===== config.mk =====
export PLATFORM = sky130hd
export DESIGN_NAME = booth_radix4_seq_multiplier
export DESIGN_NICKNAME = d
export VERILOG_FILES = /design/src/rtl/booth_radix4_seq_multiplier.sv
export SDC_FILE = /design/constraint.sdc
export NUM_CORES = 1
export LEC_CHECK = 0
export ABC_AREA = 1
export CAP_MARGIN = 20
export CORE_AREA = 5 5 92 94
export CTS_BUF_LIST = sky130_fd_sc_hd__clkbuf_8
export CTS_CLUSTER_DIAMETER = 60
export DETAILED_ROUTE_END_ITERATION = 7
export DIE_AREA = 0 0 97 99
export PLACE_DENSITY_LB_ADDON = 0.3
export SLEW_MARGIN = 20
export SYNTH_ARGS = -nofsm -noshare
export SYNTH_HDL_FRONTEND = slang
export SYNTH_SLANG_ARGS = --single-unit

===== constraint.sdc =====
create_clock -name clk -period 2.55 [get_ports clk]
set_input_delay 0.255 -clock clk [delete_from_list [all_inputs] [get_ports clk]]
set_output_delay 0.255 -clock clk [all_outputs]
set_load 0.005 [all_outputs]

===== src/rtl/booth_radix4_seq_multiplier.sv =====
// Iterative radix-4 Booth multiplier: one Booth digit per clock through a
// single adder, with a start/busy/done handshake and a registered product.
// Operands are widened by two bits so the same digit count (WIDTH/2+1)
// covers both signed and unsigned operation. In unsigned mode the top digit
// is therefore never negative.
module booth_radix4_seq_multiplier #(
  parameter int WIDTH = 8
) (
  input  logic               clk,
  input  logic               rst,
  input  logic               start,
  input  logic               is_signed,
  input  logic [WIDTH-1:0]   a,
  input  logic [WIDTH-1:0]   b,
  output logic               busy,
  output logic               done,
  output logic [2*WIDTH-1:0] product
);

  localparam int ITER = WIDTH / 2 + 1;
  localparam int EW   = WIDTH + 2;
  localparam int AW   = 2 * WIDTH + 4;
  localparam int CW   = $clog2(ITER + 1);

  typedef enum logic {S_IDLE = 1'b0, S_RUN = 1'b1} state_t;

  state_t                r_state;
  state_t                w_state_nxt;
  logic signed [AW-1:0]  r_mcand;
  logic signed [AW-1:0]  r_acc;
  logic [EW:0]           r_mplr;
  logic [CW-1:0]         r_cnt;
  logic                  r_done;
  logic [2*WIDTH-1:0]    r_product;
  logic                  w_accept;
  logic                  w_last;
  logic [EW-1:0]         w_a_ext;
  logic [EW-1:0]         w_b_ext;
  logic signed [AW-1:0]  w_addend;
  logic signed [AW-1:0]  w_acc_sum;

  // Booth digit recoding: select 0, +-M or +-2M; negation is ~x+1 at full
  // accumulator width so the most-negative multiplicand negates exactly.
  function automatic logic signed [AW-1:0] booth_addend(
    input logic [2:0]           dig,
    input logic signed [AW-1:0] m
  );
    logic signed [AW-1:0] one;
    one = {{(AW-1){1'b0}}, 1'b1};
    case (dig)
      3'b001, 3'b010: return m;
      3'b011:         return m <<< 1;
      3'b100:         return ~(m <<< 1) + one;
      3'b101, 3'b110: return ~m + one;
      default:        return '0;
    endcase
  endfunction

  assign w_a_ext   = is_signed ? {{2{a[WIDTH-1]}}, a} : {2'b00, a};
  assign w_b_ext   = is_signed ? {{2{b[WIDTH-1]}}, b} : {2'b00, b};
  assign w_addend  = booth_addend(r_mplr[2:0], r_mcand);
  assign w_acc_sum = r_acc + w_addend;

  // State register
  always_ff @(posedge clk) begin
    if (rst) r_state <= S_IDLE;
    else     r_state <= w_state_nxt;
  end

  // Next-state logic: accept in IDLE, leave RUN after the last digit
  always_comb begin
    w_state_nxt = r_state;
    w_accept    = 1'b0;
    w_last      = 1'b0;
    case (r_state)
      S_IDLE: begin
        if (start) begin
          w_accept    = 1'b1;
          w_state_nxt = S_RUN;
        end
      end
      S_RUN: begin
        if (r_cnt == CW'(ITER - 1)) begin
          w_last      = 1'b1;
          w_state_nxt = S_IDLE;
        end
      end
      default: w_state_nxt = S_IDLE;
    endcase
  end

  // Datapath: load operands on accept, retire one digit per RUN cycle with
  // a left-shifting multiplicand and a right-shifting multiplier window
  always_ff @(posedge clk) begin
    if (rst) begin
      r_mcand   <= '0;
      r_acc     <= '0;
      r_mplr    <= '0;
      r_cnt     <= '0;
      r_done    <= 1'b0;
      r_product <= '0;
    end else begin
      r_done <= 1'b0;
      if (w_accept) begin
        r_mcand <= {{(AW-EW){w_a_ext[EW-1]}}, w_a_ext};
        r_mplr  <= {w_b_ext, 1'b0};
        r_acc   <= '0;
        r_cnt   <= '0;
      end else if (r_state == S_RUN) begin
        r_acc   <= w_acc_sum;
        r_mcand <= r_mcand <<< 2;
        r_mplr  <= r_mplr >> 2;
        r_cnt   <= r_cnt + 1'b1;
        if (w_last) begin
          r_product <= w_acc_sum[2*WIDTH-1:0];
          r_done    <= 1'b1;
        end
      end
    end
  end

  assign busy    = (r_state == S_RUN);
  assign done    = r_done;
  assign product = r_product;

endmodule

# Word level (Yosys, flattened, before mapping)
# Cells that the tools add are included.
# totals
ff_bits	72
inputBits	20
output_inout_bits	18
word_cells	43
# op_classes
add_sub_neg	4
eq_ne	7
mux	14
n_bitwise	4
n_reduce_logical	6
# op_table
op	n
20-bit one-hot mux with 4 select lines	1
20-bit by 2-bit adder with 20-bit output (second input constant)	2
20-bit 2-to-1 mux	2
20-bit NOT	2
11-bit 2-to-1 mux	2
20-bit adder	1
10-bit 2-to-1 mux	2
3-bit equality test (second input constant)	4
3-bit by 2-bit equality test with 1-bit output (second input constant)	2
1-bit 2-to-1 mux	6
2-bit OR reduction	3
3-bit by 1-bit adder with 3-bit output (second input constant)	1
3-bit by 1-bit equality test with 1-bit output (second input constant)	1
3-bit AND reduction	1
3-bit OR reduction	1
1-bit NOT	2
1-bit one-hot mux with 2 select lines	1
2-bit nonzero test	1

# Depth between registers and ports, before layout
# Gate-level depths: netlist of run 1.
# depth
depth_word	4
depth_mapped	23
depth_no_buf	23

# Worst setup path after synthesis of run 1
# OpenSTA, ideal clock, no wires.
# synth_path
path_type	flip-flop to flip-flop
from	register r_mcand[0]
to	register r_acc[14]
t_arrival_ns	2.558
t_required_ns	2.441
slack_ns	-0.117
stages_incl_launch_ff	22
path_cell_list	dfxtp_1 -> inv_1 -> ha_1 -> inv_1 -> nor3_2 -> nand3_1 -> xor2_1 -> o22ai_1 -> nor2_1 -> o21ai_1 -> ha_1 -> inv_1 -> nor3_1 -> o21ai_0 -> nand2_1 -> a21oi_1 -> nand2_1 -> nand2_1 -> nand2_1 -> nand2_1 -> nand2_1 -> inv_1
# synth_via
elab_chain_cells	4
word_cells_on_any_way	6
cone_classes	add/sub (3); mux (1); bitwise (2)
# synth_lines
element	line	text
from (decl)	29	logic signed [AW-1:0] r_mcand;
from (signal assigned)	105	r_mcand <= {{(AW-EW){w_a_ext[EW-1]}}, w_a_ext};
from (signal assigned)	111	r_mcand <= r_mcand <<< 2;
20-bit NOT (on tied branches)	54, 53	
20-bit by 2-bit adder with 20-bit output (on tied branches)	54, 53	
20-bit one-hot mux with 4 select lines *	50	case (dig)
20-bit adder *	62	assign w_acc_sum = r_acc + w_addend;
to (signal assigned)	110	r_acc <= w_acc_sum;
to (decl)	30	logic signed [AW-1:0] r_acc;
# Every way passes the cells marked *; elsewhere a longest branch is shown, timed or not.
# A chain may end at the register's enable or synchronous reset.

# Worst setup path in the final report of run 1
# layout_path
from	register r_mcand[1]
to	register r_product[11] (netlist: product[11])
# layout_via
elab_chain_cells	4
word_cells_on_any_way	6
cone_classes	add/sub (3); mux (1); bitwise (2)
# layout_lines
element	line	text
20-bit NOT (on tied branches)	54, 53	
20-bit by 2-bit adder with 20-bit output (on tied branches)	54, 53	
20-bit one-hot mux with 4 select lines *	50	
20-bit adder *	62	
to (signal assigned)	115	r_product <= w_acc_sum[2*WIDTH-1:0];
to (decl)	34	logic [2*WIDTH-1:0] r_product;
# Marked as above.

==> results of run 1 <==
## power by group through the flow
stage,logic (mW),registers [mW],clock network (mW)
detailed placement,0.644,1.08,0
finish,0.833,1.07,0.817
global route,0.900,1.07,0.867
CTS,0.730,1.06,0.815
global placement,0.630,1.08,0
floorplan,0.382,1.07,0
## area by class of cell
cell class / instances / share of cell area (%)
Multi-Input combinational cell: 393 / 45.7
Sequential cell: 63 / 22.2
Timing Repair Buffer: 142 / 20.5
Inverter: 91 / 6.11
Clock buffer: 10 / 2.41
Tap cell: 102 / 2.23
Clock inverter: 6 / 0.766
## worst min-delay path, cell delays in order, from the launching register on
cell,delay [ns]
dfxtp_1,0.32
nand2_1,0.06
o21ai_1,0.05
## logic make-up (layout without fill, tap and decap cells)
logic type | count (synthesis) | in the layout
flip-flops | 63 | 63
adder cells (fa/ha/maj) | 19 | 19
buffers and inverters | 109 | 249
XOR/XNOR | 22 | 22
AO/OA/AOI/OAI | 110 | 110
AND/OR/NAND/NOR | 242 | 242
## routing by layer
layer | GRT usage, % | up-vias | part of all wire [%]
met2 | 43.4 | 175 | 51
met5 | 0 | - | 0
met1 | 28.1 | 2008 | 41
met4 | 11.1 | 0 | 3.6
met3 | 4.74 | 47 | 4.9
li1 | - | 2113 | -
## final timing paths
path                                     to  slack, ns  cells after the start
worst max-delay path            product[11]      -0.30                     16
worst min-delay path             product[9]       0.46                      2
worst max register to register  product[11]      -0.30                     16
worst min register to register   product[9]       0.46                      2
## sequential cells by signal (all words and copies together) (netlist names)
signal   flops
busy         1
r_acc       16
r_cnt        3
r_mplr      10
product     16
r_mcand     16
done         1
## metrics by stage
stage / worst slack, ns / util [%]
detailed placement: -0.271 / 65.5
global route: -0.467 / 75.6
finish: -0.296 / 75.6
floorplan: 0.0181 / -
CTS: -0.141 / 72.0
global placement: -0.180 / 65.5
## what timing repair did
item                       4_1_cts  5_1_grt
resized for setup               58       36
setup buffers                   15       11
gates cloned                     0        0
pin swaps                       29       27
setup endpoints to repair       20       23
## cell usage in the layout, fill, tap and decap left out, types with 3 or more instances in the layout
cell type / count
a211oi_1: 16
a21oi_1: 16
a21oi_2: 9
a22o_1: 3
buf_4: 103
clkbuf_8: 10
clkdlybuf4s50_1: 37
dfxtp_1: 57
dfxtp_2: 5
ha_1: 12
ha_4: 6
inv_1: 78
inv_2: 9
inv_4: 3
nand2_1: 123
nand2_2: 15
nand2_4: 3
nand3_1: 22
nand3_2: 10
nand4_1: 4
nor2_1: 36
nor2_2: 13
nor2_4: 6
nor3_2: 3
nor3_4: 3
o211ai_1: 7
o21ai_0: 15
o21ai_1: 9
o21ai_2: 6
o221ai_1: 6
o22ai_1: 7
xor2_1: 11
xor2_2: 7
==> results.yml, run 1 <==
clocking:
  worstSkewPairLatency_ns: 0.36
  cts.sinks: 63
  cts_hold_buf: 0
  cts_root_buffer: "clkbuf_8"
  htreeDepth: 3
  clk_pin_slew_ns: 0.08
  cts_tree: "yes"
  numCtsBuffers: 9
  clock_path_buffers: 2
power:
  seq_power_share_pct: 39.3
  leakagePower_nw: 2.68
  swShare_pct: 33.5
  vdd_ir_drop_max_v: 0.000296
  power_mw: 2.72
  clkPwrFrac_pct: 30.1
  p_comb_share_pct: 30.6
  power.density_nw_per_um2: 476
  p_switching_mw: 0.911
  p_int_mw: 1.81
yosys:
  yosysSeqAreaShare_pct: 32.1
  dominantRegCellSynth: "dfxtp_1"
  syn_nets: 604
  synth.avg_cell_area_um2: 6.95
  synth-compound-area-share_pct: 17.9
  syn_inst: 565
  ys_warn_count: 0
  synth_top_family_by_area: "simple AND/OR/NAND/NOR gates"
  yosys-top-cells-count: "133 x nand2_1, 87 x inv_1, 63 x dfxtp_1"
  synth.distinct_cells: 44
  yosysMostFrequentCell: "nand2_1"
  synth_top_area_share_pct: 32.1
  ys_top_cells_by_area: "dfxtp_1 32%, nand2_1 13%, inv_1 8.3%, ha_1 5.7%, xor2_1 4.2%"
  syn_area_um2: 3930
  synth_seq_cells: 63
  ys_async_sr_fraction_pct: 0
  synth-simple-area-share_pct: 27.9
  synthXorXnorAreaFrac_pct: 4.91
  yosysTopAreaCell: "dfxtp_1"
  yosys-mux-area-fraction_pct: 0
  synth_edf_count: 0
  synthAdderAreaFrac_pct: 6.24
cells_and_area:
  fillers: 507
  multi_input_area_um2: 2610
  antennaDiodeCount: 0
  final_cells: 807
  seq_area_um2: 1270
  fin_area_um2: 5720
  drive_gt1_share_pct: 32.5
  fin_nets: 739
  syn2layout_area_growth_pct: 45.6
placed_design:
  post_dp_cell_area_um2: 4960
  port_buffers: 37
  dpl.hpwl_um: 8070
  dp_cells: 766
  place.gp.congestion: 0.928
sta:
  hold_violations: 0
  fmax_ghz: 0.351
  fin_ws_ns: -0.296
  rsz0062_at_grt: "true"
  holdWs_ns: 0.465
  fin_skew_ns: 0.0139
  setup_viol: 21
  min_period_ns: 2.85
  drv_slew: 0
  setup_tns_ns: -3.72
  min_period_over_period_pct: 112
  tightest_slew_ns: 0.535
  max_slew_margin_pct: 64.3
setup_path:
  required_ns: 2.80
  crit_chain: "inv_4 -> ha_4 -> inv_4 -> nor2_4 -> nand2_2 -> xor2_2 -> a221oi_2 -> o21ai_1 -> ha_1 -> a21oi_2 -> nor2_2 -> nor2_2 -> nand2_2 -> buf_12 -> xor2_4 -> a22o_1"
  worst-setup-path-type: "register to register"
  max_stage_delay_ns: 0.38
  path_buf_inv: 3
  worst_setup_path_end_kind: "register"
  critPathLaunchType: "register"
  cp.arrival_ns: 3.10
  cp-startpoint: "r_mcand[1]"
  path_max_fanout: 4
  crit_slowest_cell: "ha_1"
  crit_family: "compound AO/OA/AOI/OAI gates"
  r2r-start: "r_mcand[1]"
run:
  maxCapViolCount: 0
routing:
  num_vias: 4343
  avgRoutedWirePerCell_um: 15.2
  drt_iter0_drc: 290
  first_pass_iters: 5
  viasPerCell: 5.38
  drc_errors: 0
  totalWireLength_um: 12300
  antenna_left: 0
global_route:
  antenna_found_initial: 0
  overflow: 0
  grt_pass1_wl_um: 19400
  grt_max_degree: 31
  grt_usage_pct: 24.3
  grt_pass1_vias: 4192
floorplanning:
  core_um2: 7570
  die_y_um: 99
  rows: 32
  start_util_pct: 51.9
  die_w_um: 97
  die-area_um2: 9600
  boundaryPins: 38
worst_hold_path:
  holdCritStartpoint: "product[9]"
  hold_path_class: "register to register"
status:
  violations: "negative setup slack"
  status: "finished with violations"
Power figures use the tool's default switching activity.
==> inputs of run 2 (changes only) <==
--- a/config.mk
+++ b/config.mk
@@ -7,11 +7,11 @@
 export LEC_CHECK = 0
 export ABC_AREA = 1
 export CAP_MARGIN = 20
-export CORE_AREA = 5 5 92 94
+export CORE_AREA = 5 5 83 104
 export CTS_BUF_LIST = sky130_fd_sc_hd__clkbuf_8
-export CTS_CLUSTER_DIAMETER = 60
+export CTS_CLUSTER_DIAMETER = 200
 export DETAILED_ROUTE_END_ITERATION = 7
-export DIE_AREA = 0 0 97 99
+export DIE_AREA = 0 0 88 109
 export PLACE_DENSITY_LB_ADDON = 0.3
 export SLEW_MARGIN = 20
 export SYNTH_ARGS = -nofsm -noshare
==> results.yml, run 2 (same netlist as run 1, synthesis figures left out) <==
sta:
  min_period_over_period_pct: 117
  fmax_ghz: 0.335
  fin_skew_ns: 0.0103
  hold_violations: 0
  drv_slew: 0
  setup_viol: 21
  tightest_slew_ns: 0.539
  fin_ws_ns: -0.432
  holdWs_ns: 0.454
  min_period_ns: 2.98
  rsz0062_at_grt: "true"
  max_slew_margin_pct: 64.0
floorplanning:
  boundaryPins: 38
  core_um2: 7610
  die-area_um2: 9590
  start_util_pct: 51.6
  rows: 36
  die_w_um: 88
  die_y_um: 109
routing:
  totalWireLength_um: 13700
  drt_iter0_drc: 380
  drc_errors: 0
  num_vias: 4522
  antenna_left: 0
  viasPerCell: 5.75
  avgRoutedWirePerCell_um: 17.4
  first_pass_iters: 5
worst_hold_path:
  hold_path_class: "primary input to register"
global_route:
  grt_max_degree: 33
  grt_usage_pct: 23.6
  grt_pass1_vias: 4067
  overflow: 0
  antenna_found_initial: 0
  grt_pass1_wl_um: 17800
setup_path:
  cp.arrival_ns: 3.25
  crit_chain: "inv_4 -> buf_6 -> nand3_4 -> nor2_4 -> xor2_2 -> a221oi_2 -> o21ai_1 -> ha_1 -> a21oi_2 -> nor2_1 -> o21ai_1 -> nand2_1 -> a21oi_2 -> nand3b_1 -> nand2_2 -> nand2_1 -> nand2_1 -> inv_1"
  max_stage_delay_ns: 0.39
  crit_family: "compound AO/OA/AOI/OAI gates"
  cpMostUsedCell: "nand2_1"
  path_max_fanout: 4
  worst_setup_path_end_kind: "register"
  required_ns: 2.82
  path_buf_inv: 3
  critPathLaunchType: "register"
  worst-setup-path-type: "register to register"
  crit_slowest_cell: "ha_1"
power:
  leakagePower_nw: 2.69
  p_switching_mw: 0.921
  vdd_ir_drop_max_v: 0.000322
  p_int_mw: 1.89
  clkPwrFrac_pct: 30.1
  swShare_pct: 32.8
  power.density_nw_per_um2: 477
  p_comb_share_pct: 31.7
  seq_power_share_pct: 38.2
  power_mw: 2.81
placed_design:
  port_buffers: 37
  place.gp.congestion: 0.999
  dp_cells: 743
  dpl.hpwl_um: 7690
status:
  violations: "negative setup slack"
  status: "finished with violations"
clocking:
  htreeDepth: 3
  cts_root_buffer: "clkbuf_8"
  clock_path_buffers: 2
  cts_tree: "yes"
  clk_pin_slew_ns: 0.07
  cts.sinks: 63
  numCtsBuffers: 9
  worstSkewPairLatency_ns: 0.36
cells_and_area:
  fin_nets: 727
  antennaDiodeCount: 0
  syn2layout_area_growth_pct: 49.9
  drive_gt1_share_pct: 37.2
  layout_common_cells: "111 x nand2_1, 79 x buf_4, 78 x inv_1"
  final_common_cell: "nand2_1"
  final_cells: 786
run:
  maxCapViolCount: 0
-- run 2: layout make-up --
type / instances / area [µm²]
fillers: 486 / 1720
well taps: 95 / 119
inverters: 91 / 347
flip-flops and latches: 63 / 1270
repair buffers: 130 / 1120
clock buffers: 10 / 138
multi-input cells: 393 / 2850
clock inverters: 4 / 41.3
-- run 2: power groups by stage --
stage / Combinational, mW / Clock [mW] / Sequential [mW]
2_1_floorplan: 0.382 / 0 / 1.07
3_3_place_gp: 0.585 / 0 / 1.08
3_5_place_dp: 0.600 / 0 / 1.09
4_1_cts: 0.667 / 0.843 / 1.07
5_1_grt: 0.950 / 0.881 / 1.08
6_report: 0.891 / 0.846 / 1.07
-- run 2: worst paths after layout --
check              startpoint           to  slack (ns)  cells after the start
setup / recovery   r_mcand[0]    r_acc[14]       -0.43                     18
hold / removal           a[0]   r_mcand[0]        0.45                      3
setup reg to reg   r_mcand[0]    r_acc[14]       -0.43                     18
hold reg to reg   product[12]  product[12]        0.46                      2
-- run 2: worst register-to-register path, stage by stage, from the launching register on --
cell and delay, ns:
dfxtp_2 0.33, inv_4 0.07, buf_6 0.10, nand3_4 0.11, nor2_4 0.20, xor2_2 0.14, a221oi_2 0.31, o21ai_1 0.14
ha_1 0.39, a21oi_2 0.18, nor2_1 0.08, o21ai_1 0.15, nand2_1 0.11, a21oi_2 0.19, nand3b_1 0.13, nand2_2 0.09
nand2_1 0.05, nand2_1 0.07, inv_1 0.04
-- run 2: layer usage --
layer	vias up	routed length [µm]	global-route usage, %
met5	-	0	0
li1	2075	-	-
met4	0	837	12.1
met3	90	990	3.48
met1	2096	4930	25.6
met2	261	6910	43.5
-- run 2: repair_timing --
action	4_1_cts	5_1_grt
hold buffers	0	0
setup endpoints to repair	21	25
resized for setup	48	118
buffers inserted	13	16
pin swaps	30	57
-- run 2: stage by stage --
step                      util, %  instance area (µm²)  setup WS (ns)  TNS [ns]
after CTS                    69.2                 5270         -0.157     -1.39
after floorplan                 -                 3940         0.0181         0
after global routing         77.4                 5890         -0.558     -8.56
after detailed placement     63.5                 4830         -0.255     -2.65
after global placement       63.5                 4830         -0.215     -1.52
final                        77.4                 5890         -0.432     -5.75
